## src/rtl/board_vram_writer_if.sv

```systemverilog
// rtl/board_vram_writer_if.sv - command handshake and VRAM write-port bundle for board_vram_writer
//
// Signals:
//   cmd_valid/cmd_ready  command handshake (transfer when both high)
//   cmd_op               0 = place piece, 1 = clear board
//   cmd_piece            5x5 bitmap, bit k = dy*5+dx, bit 0 top-left
//   cmd_x/cmd_y          piece origin column/row, 0..15
//   cmd_value            cell value written for each set bitmap bit
//   wr_en/wr_addr/wr_data VRAM write port (wren/wraddress/data)
//   busy                 high whenever the writer is not idle
//   done                 one-cycle pulse when an operation completes
// Modports: master = command source / VRAM side, slave = the writer.
interface board_vram_writer_if #(
    parameter int CELL_BITS = 6
) ();
    logic                 cmd_valid;
    logic                 cmd_ready;
    logic                 cmd_op;
    logic [24:0]          cmd_piece;
    logic [3:0]           cmd_x;
    logic [3:0]           cmd_y;
    logic [CELL_BITS-1:0] cmd_value;
    logic                 wr_en;
    logic [7:0]           wr_addr;
    logic [CELL_BITS-1:0] wr_data;
    logic                 busy;
    logic                 done;

    modport master (
        output cmd_valid, cmd_op, cmd_piece, cmd_x, cmd_y, cmd_value,
        input  cmd_ready, wr_en, wr_addr, wr_data, busy, done
    );

    modport slave (
        input  cmd_valid, cmd_op, cmd_piece, cmd_x, cmd_y, cmd_value,
        output cmd_ready, wr_en, wr_addr, wr_data, busy, done
    );
endinterface

```

## src/rtl/board_vram_writer.sv

```systemverilog
// rtl/board_vram_writer.sv - turns place/clear commands into single-cell board VRAM writes
//
// Ports:
//   clk    system clock, shared with the VRAM
//   reset  asynchronous active-high reset; restarts the power-up board wipe
//   bus    board_vram_writer_if.slave: command handshake in, VRAM write port,
//          busy and done status out
// Every output is a register loaded from the current state, so a cell visited
// in one cycle appears on the write port in the next cycle and the VRAM
// captures it on the edge after that.
module board_vram_writer #(
    parameter int BOARD_W   = 14,
    parameter int CELL_BITS = 6
) (
    input  logic                 clk,
    input  logic                 reset,
    board_vram_writer_if.slave   bus
);
    localparam logic [7:0] LAST_ADDR  = 8'(BOARD_W * BOARD_W - 1);
    localparam logic [7:0] ROW_STRIDE = 8'(BOARD_W);
    localparam logic [4:0] MAX_POS    = 5'(BOARD_W - 1);
    localparam logic [7:0] LAST_K     = 8'd24;

    typedef enum logic [1:0] {CLEAR, IDLE, SCAN, DONE} state_t;

    state_t               state_q, state_d;
    logic [7:0]           cnt_q, cnt_d;       // clear address or piece bit index k
    logic [2:0]           dx_q, dx_d;
    logic [2:0]           dy_q, dy_d;
    logic [24:0]          piece_q, piece_d;   // shifted right so bit 0 is always cell k
    logic [3:0]           x_q, x_d;
    logic [3:0]           y_q, y_d;
    logic [CELL_BITS-1:0] value_q, value_d;

    logic                 wr_en_q, wr_en_d;
    logic [7:0]           wr_addr_q, wr_addr_d;
    logic [CELL_BITS-1:0] wr_data_q, wr_data_d;
    logic                 ready_q, ready_d;
    logic                 busy_q, busy_d;
    logic                 done_q, done_d;

    // Five bits wide so origins up to 15 plus offsets up to 4 never wrap
    // back onto the board before the range check.
    logic [4:0] col, row;
    assign col = {1'b0, x_q} + {2'b00, dx_q};
    assign row = {1'b0, y_q} + {2'b00, dy_q};

    always_comb begin
        state_d   = state_q;
        cnt_d     = cnt_q;
        dx_d      = dx_q;
        dy_d      = dy_q;
        piece_d   = piece_q;
        x_d       = x_q;
        y_d       = y_q;
        value_d   = value_q;
        wr_en_d   = 1'b0;
        wr_addr_d = 8'd0;
        wr_data_d = '0;
        ready_d   = 1'b0;
        done_d    = 1'b0;

        case (state_q)
            CLEAR: begin
                wr_en_d   = 1'b1;
                wr_addr_d = cnt_q;
                if (cnt_q == LAST_ADDR) begin
                    state_d = DONE;
                    cnt_d   = 8'd0;
                end else begin
                    cnt_d = cnt_q + 8'd1;
                end
            end
            IDLE: begin
                ready_d = 1'b1;
                // ready_q gates the transfer so the first IDLE cycle after
                // DONE, where cmd_ready is still low, never accepts.
                if (bus.cmd_valid && ready_q) begin
                    ready_d = 1'b0;
                    piece_d = bus.cmd_piece;
                    x_d     = bus.cmd_x;
                    y_d     = bus.cmd_y;
                    value_d = bus.cmd_value;
                    cnt_d   = 8'd0;
                    dx_d    = 3'd0;
                    dy_d    = 3'd0;
                    state_d = bus.cmd_op ? CLEAR : SCAN;
                end
            end
            SCAN: begin
                wr_en_d   = piece_q[0] && (col <= MAX_POS) && (row <= MAX_POS);
                wr_addr_d = {3'b000, row} * ROW_STRIDE + {3'b000, col};
                wr_data_d = value_q;
                piece_d   = {1'b0, piece_q[24:1]};
                if (cnt_q == LAST_K) begin
                    state_d = DONE;
                    cnt_d   = 8'd0;
                end else begin
                    cnt_d = cnt_q + 8'd1;
                    if (dx_q == 3'd4) begin
                        dx_d = 3'd0;
                        dy_d = dy_q + 3'd1;
                    end else begin
                        dx_d = dx_q + 3'd1;
                    end
                end
            end
            DONE: begin
                done_d  = 1'b1;
                state_d = IDLE;
            end
            default: state_d = CLEAR;
        endcase

        busy_d = ~ready_d;
    end

    always_ff @(posedge clk or posedge reset) begin
        if (reset) begin
            state_q   <= CLEAR;
            cnt_q     <= 8'd0;
            dx_q      <= 3'd0;
            dy_q      <= 3'd0;
            piece_q   <= 25'd0;
            x_q       <= 4'd0;
            y_q       <= 4'd0;
            value_q   <= '0;
            wr_en_q   <= 1'b0;
            wr_addr_q <= 8'd0;
            wr_data_q <= '0;
            ready_q   <= 1'b0;
            busy_q    <= 1'b1;
            done_q    <= 1'b0;
        end else begin
            state_q   <= state_d;
            cnt_q     <= cnt_d;
            dx_q      <= dx_d;
            dy_q      <= dy_d;
            piece_q   <= piece_d;
            x_q       <= x_d;
            y_q       <= y_d;
            value_q   <= value_d;
            wr_en_q   <= wr_en_d;
            wr_addr_q <= wr_addr_d;
            wr_data_q <= wr_data_d;
            ready_q   <= ready_d;
            busy_q    <= busy_d;
            done_q    <= done_d;
        end
    end

    assign bus.cmd_ready = ready_q;
    assign bus.wr_en     = wr_en_q;
    assign bus.wr_addr   = wr_addr_q;
    assign bus.wr_data   = wr_data_q;
    assign bus.busy      = busy_q;
    assign bus.done      = done_q;
endmodule

```

## src/flat_wrapper.sv

```systemverilog
// flat-port wrapper written by rule: the top's interface ports become plain ports
module board_vram_writer_flat 
#(
    parameter int BOARD_W   = 14,
    parameter int CELL_BITS = 6
)
  (clk, reset, bus_cmd_valid, bus_cmd_op, bus_cmd_piece, bus_cmd_x, bus_cmd_y, bus_cmd_value, bus_cmd_ready, bus_wr_en, bus_wr_addr, bus_wr_data, bus_busy, bus_done);
  board_vram_writer_if #(.CELL_BITS(CELL_BITS)) bus_i ();
  input  logic clk;
  input  logic reset;
  input wire logic [$bits(bus_i.cmd_valid)-1:0] bus_cmd_valid;
  input wire logic [$bits(bus_i.cmd_op)-1:0] bus_cmd_op;
  input wire logic [$bits(bus_i.cmd_piece)-1:0] bus_cmd_piece;
  input wire logic [$bits(bus_i.cmd_x)-1:0] bus_cmd_x;
  input wire logic [$bits(bus_i.cmd_y)-1:0] bus_cmd_y;
  input wire logic [$bits(bus_i.cmd_value)-1:0] bus_cmd_value;
  output wire logic [$bits(bus_i.cmd_ready)-1:0] bus_cmd_ready;
  output wire logic [$bits(bus_i.wr_en)-1:0] bus_wr_en;
  output wire logic [$bits(bus_i.wr_addr)-1:0] bus_wr_addr;
  output wire logic [$bits(bus_i.wr_data)-1:0] bus_wr_data;
  output wire logic [$bits(bus_i.busy)-1:0] bus_busy;
  output wire logic [$bits(bus_i.done)-1:0] bus_done;
  assign bus_i.cmd_valid = bus_cmd_valid;
  assign bus_i.cmd_op = bus_cmd_op;
  assign bus_i.cmd_piece = bus_cmd_piece;
  assign bus_i.cmd_x = bus_cmd_x;
  assign bus_i.cmd_y = bus_cmd_y;
  assign bus_i.cmd_value = bus_cmd_value;
  assign bus_cmd_ready = bus_i.cmd_ready;
  assign bus_wr_en = bus_i.wr_en;
  assign bus_wr_addr = bus_i.wr_addr;
  assign bus_wr_data = bus_i.wr_data;
  assign bus_busy = bus_i.busy;
  assign bus_done = bus_i.done;
  board_vram_writer #(.BOARD_W(BOARD_W), .CELL_BITS(CELL_BITS)) u_core (.clk(clk), .reset(reset), .bus(bus_i));
endmodule
```

## config.mk

```make
export PLATFORM = sky130hd
export DESIGN_NAME = board_vram_writer_flat
export DESIGN_NICKNAME = d
export VERILOG_FILES = /design/src/rtl/board_vram_writer_if.sv /design/src/rtl/board_vram_writer.sv /design/src/flat_wrapper.sv
export SDC_FILE = /design/constraint.sdc
export NUM_CORES = 1
export LEC_CHECK = 0
export BUFFER_PORTS_ARGS = -buffer_cell sky130_fd_sc_hd__clkbuf_2
export CORE_ASPECT_RATIO = 0.5
export CORE_MARGIN = 2
export CORE_UTILIZATION = 46
export DETAILED_ROUTE_END_ITERATION = 10
export GPL_TIMING_DRIVEN = 0
export HOLD_SLACK_MARGIN = 0.05
export PLACE_DENSITY = 0.77
export SYNTH_ARGS = -nofsm -noshare
export SYNTH_HDL_FRONTEND = slang
export SYNTH_SLANG_ARGS = --single-unit
export TNS_END_PERCENT = 20
```

## constraint.sdc

```tcl
create_clock -name clk -period 8.45 [get_ports clk]
set_clock_uncertainty 0.05 [all_clocks]
set_input_delay 0 -clock clk [delete_from_list [all_inputs] [get_ports clk]]
set_output_delay 0 -clock clk [all_outputs]
set_load 0.01 [all_outputs]
```

# Word level (Yosys, flattened, before mapping)

Index checks and enable logic that the tools add are counted.

RAM bits: 0
Memories: 0
Latch bits: 0
Bits of input ports: 43
Logic and storage cells: 71
Output and inout bits: 18
Memory bits (read-only): 0
Bits in registers: 73

Magnitude comparators: 2
Bitwise operators: 1
Shifts and indexed selects: 0
Divide/modulo/power cells: 0
Reductions and logical operators: 12
Add/sub/neg operators: 6
Eq/ne operators: 11
Mux-type cells: 24
$mul: 1

Operators with widths:

| cell                  | count |
|---|---|
| $pmux W25 S2          | 1 |
| $mux W25              | 1 |
| $mux W8               | 3 |
| $pmux W8 S3           | 1 |
| $pmux W8 S2           | 1 |
| $mux W3               | 5 |
| $pmux W3 S2           | 2 |
| $add A4 B3 Y5         | 2 |
| $le A5 B4 Y1 const B  | 2 |
| $add A8 B1 Y8 const B | 1 |
| $add A8 B5 Y8         | 1 |
| $eq A8 B5 Y1 const B  | 1 |
| $eq A8 B8 Y1 const B  | 1 |
| $mux W2               | 4 |
| $ne A2 B1 Y1 const B  | 4 |
| $pmux W2 S4           | 1 |
| $mul A5 B3 Y7 const B | 1 |
| $add A3 B1 Y3 const B | 2 |
| $mux W6               | 1 |
| $reduce_and A2 Y1     | 3 |
| $reduce_and A3 Y1     | 2 |
| $eq A2 B2 Y1 const B  | 2 |
| $reduce_and A4 Y1     | 1 |
| $eq A3 B3 Y1 const B  | 1 |
| other kinds (9)       | 13 |

# Logic depth before layout (Yosys ltp)

Depth after elaboration: 5
Depth in mapped cells: 13
Mapped depth without buffers: 13

# Worst setup path before layout

OpenSTA, ideal clock, no wires.

Path type: reg2reg
Start: reg u_core.dy_q[0]
End: reg u_core.wr_addr_q[7], in the netlist u_core.bus.wr_addr[7]
Setup slack: 4.853 ns
Path buffers: 0
Arrival: 3.419 ns
Cell stages (with the launch flop): 12
Required time: 8.272 ns
Clock period less this slack: 3.597 ns
Library setup time: 0.128 ns
Path through: dfrtp_1 > ha_1 > fa_1 > xor2_1 > fa_1 > ha_1 > fa_1 > ha_1 > a21oi_1 > nor4_1 > xnor2_1 > o21ai_0

Longest elaborated chain between the ends: 4

RTL lines:

| what                     | line                     | text |
|---|---|---|
| start: declaration       | board_vram_writer.sv:29  | `logic [2:0] dy_q, dy_d;` |
| start signal: assignment | board_vram_writer.sv:138 | `dy_q <= dy_d;` |
| $add A4 B3 Y5            | board_vram_writer.sv:46  | `assign row = {1'b0, y_q} + {2'b00, dy_q};` |
| $mul A5 B3 Y7            | board_vram_writer.sv:92  | `wr_addr_d = {3'b000, row} * ROW_STRIDE + {3'b000, col};` |
| $add A8 B5 Y8            | board_vram_writer.sv:92  |  |
| $pmux W8 S2              | board_vram_writer.sv:63  | `case (state_q)` |
| net u_core.wr_addr_d[7]  | board_vram_writer.sv:36  | `logic [7:0] wr_addr_q, wr_addr_d;` |
| end signal: assignment   | board_vram_writer.sv:144 | `wr_addr_q <= wr_addr_d;` |
| end: declaration         | board_vram_writer.sv:36  |  |

The timed path passes the listed nets, and every way through them passes these cells.
A chain may end at the register's enable or synchronous reset.

# Final worst setup path

Ends and elaborated chain as after synthesis.

==> out/qor.csv <==
stage,metric,value,unit
outcome,outcome,"complete, no violations",
power_and_ir_drop,VDD IR-drop max,0.0956,mV
routing,DRT iter0 DRCs,145,
synth,synth warn,0,
synth,Post-synth top cells,"dfrtp_1, o21ai_0, nand2_1, ha_1, mux2i_1",
clock_network,postcts setup bufs,0,
global_route,global-route wire length before repair,14800,um
clock_network,# H-tree levels,3,
global_route,largest net degree at the start of global routing,74,
sta,final period utilization,46.7,%
synth,Post-synth EDFFs,0,
floorplanning,num rows,23,
synth,sequential share of the synthesized area,46.6,%
clock_network,TritonCTS Buffers,9,
power_and_ir_drop,Static Leakage,2.55,nW
clock_network,CTS tree,yes,
clock_network,Clock Tree Buf Depth,2,
global_route,Global Route Usage Sum,20.2,%
synth,Syn Std Cell Area,0.00393,sq mm
synth,most frequent cell after synthesis,dfrtp_1,
sta,Worst Max-Slew Pin Slew,871,ps
sta,"Setup violations, final",0,
routing,Routed WL,8580,um
clock_network,CTS root buf,clkbuf_16,
floorplanning,Chip Width,135,um
synth,Yosys top cell by area,dfrtp_1,
power_and_ir_drop,pwr/cell area,156,mW/mm^2
synth,dominant synthesized flop cell,dfrtp_1,
sta,fin crit period,3950,ps
final_layout,layout cells sized above 1,21.9,%
sta,Fin. Hold Viols,0,
placed_design,placed cell count,538,
routing,wire per inst,14.4,um
sta,Fmax achieved,253,MHz
clock_network,CTS resizes,0,
floorplanning,die area,0.00933,sq mm
routing,Met3 Wirelength,243,um
clock_network,# clock sinks,73,
setup_path,Worst setup SP type,register,
routing,DR top layer,met4,
setup_path,Setup CP Type,register to register,
sta,Slew HR,41.9,%
routing,vias per cell,5.07,
floorplanning,Initial Utilization,48.2,%
floorplanning,Core Region,0.00814,sq mm
final_layout,fin util,62.7,%
final_layout,Layout area overhead,30.1,%
clock_network,"Clk Latency, worst-skew pair",330,ps
routing,Via Count,3021,
synth,register bit total from synthesis,73,
synth,Mapped Nets,446,
synth,"Avg Cell Area, Syn",10.7,sq um
global_route,initial antenna violation count,0,
setup_path,CP max FO,5,
sta,Max Slew Vio Count,0,
routing,drt pass-1 iters,4,
placed_design,HPWL after DPL,5870,um
synth,top-area cell type share of the netlist area,45.9,%
global_route,vias in the first global route,3077,
synth,Post-Syn Instances,366,
final_layout,Final Cell Area,0.00511,sq mm
placed_design,port bufs,60,
setup_path,WP data required,8630,ps
routing,wl on met1,4060,um
synth,Synth async-reset ratio,100,%
final_layout,antenna cells,0,
final_layout,post-route insts no fill,596,
sta,Sum Neg Setup Slack,0,ps
final_layout,nets,559,
run,Max-cap violations,0,
floorplanning,Die Ht,69.3,um
setup_path,Worst EP arrival,4130,ps
routing,Post-DRT Antenna Nets,0,
global_route,grt total ovfl,0,
floorplanning,I/O pins,61,
synth,Unique masters post-synth,43,
synth,Synth area leaders,"dfrtp_1, ha_1, mux2i_1, o21ai_0, mux2_2",
placed_design,area post-placement,0.00437,sq mm
placed_design,RePlAce Congestion,0.874,
clock_network,clk slew on worst S/H paths,60,ps
final_layout,# fillers,632,
routing,wire length on met2,4110,um
setup_path,crit end category,register,
routing,drt drc,0,
worst_hold_path,worst hold path type,primary input to register,
sta,RSZ-0062 raised after global routing,false,
-- worst paths after layout --
| kind | depth (start not counted) | start | slack, ps | endpoint |
|---|---|---|---|---|
| worst max-delay path | 11 | u_core.dy_q[0]$_DFFE_PP0P_ | 4500 | u_core.bus.wr_addr[7]$_DFF_PP0_ |
| worst min-delay path | 3 | bus_cmd_y[0] | 390 | u_core.y_q[0]$_DFFE_PP0P_ |
| worst max register to register | 11 | u_core.dy_q[0]$_DFFE_PP0P_ | 4500 | u_core.bus.wr_addr[7]$_DFF_PP0_ |
| worst min register to register | 2 | u_core.piece_q[19]$_DFFE_PP0P_ | 430 | u_core.piece_q[19]$_DFFE_PP0P_ |
| max in group asynchronous | 3 | reset | 7400 | u_core.cnt_q[2]$_DFFE_PP0P_ |
| min in group asynchronous | 3 | reset | 400 | u_core.piece_q[7]$_DFFE_PP0P_ |
-- layout make-up --
class	count	area (sq um)	area share, %
buffer	13	57.6	1.13
clock buffer	13	270	5.29
clock inverter	3	46.3	0.907
inverter	21	81.3	1.59
multi-input combinational	259	1960	38.4
sequential	73	1830	35.8
tap	112	140	2.74
timing repair buffer	102	721	14.1
-- what timing repair did --
action                                  4_1_cts  5_1_grt
endpoints found under the setup margin        0        0
hold buffers                                 42        0
endpoints found under the hold margin       114        0
-- sequential cells by signal, indices dropped and copies added, names as in the netlist, 2 cells and up --
name / count
u_core.bus.wr_data: 6
u_core.y_q: 4
u_core.state_q: 2
u_core.dy_q: 3
u_core.bus.wr_addr: 8
u_core.x_q: 4
u_core.value_q: 6
u_core.piece_q: 25
u_core.cnt_q: 8
u_core.dx_q: 3
-- through the flow --
step | hold WS (ps) | setup WS [ps] | power [mW]
after global placement | 183 | 4590 | 0.389
after global routing | 396 | 4140 | 0.826
after CTS | 381 | 4490 | 0.802
final | 389 | 4500 | 0.797
after detailed placement | 187 | 4550 | 0.390
after floorplan | 82.5 | 4850 | 0.376
-- power by group --
part           internal [mW]  switching [mW]  leakage [nW]
combinational         0.0236          0.0166          1.48
clock                  0.254           0.144         0.152
sequential             0.356         0.00323         0.916
total                  0.633           0.164          2.55
-- worst max-delay path, stage by stage (launching register included) --
cell     delay, ps
dfrtp_1        410
ha_1           220
fa_1           430
xor2_1         460
fa_1           500
ha_1           230
fa_1           440
ha_1           320
a21oi_1        100
nor4_1         370
xnor2_1        120
o21ai_0        200
-- routing by layer --
metal	vias up	track usage (%)
li1	1496	-
met1	1458	26.8
met2	49	32.6
met3	18	4.31
met4	0	7.60
met5	-	0
-- placed cells by master (no fill, tap or decap), drive strengths merged, types with 3 or more instances in the layout --
cell         count
o21ai           44
a21oi           11
ha              31
mux2            18
buf              6
inv             22
dlygate4sd3     42
nor2b            4
nor2            10
nor3             4
and2             6
nand3            8
and3             3
nand2           42
xnor2            9
mux2i           25
or3              3
a22o             7
clkbuf          80
dfrtp           72
a21o             7
xor2             5
fa               6
-- cell families after synthesis --
kind of cell,synth area share (%)
adders and majority gates,12.9
DFF,46.6
muxes,11.6
buffers and inverters,3.47
xor gates and xnor gates,3.12
AOI/OAI and AO/OA,11.8
and+or+nand+nor,10.5
(Power assumes the default switching activity.)
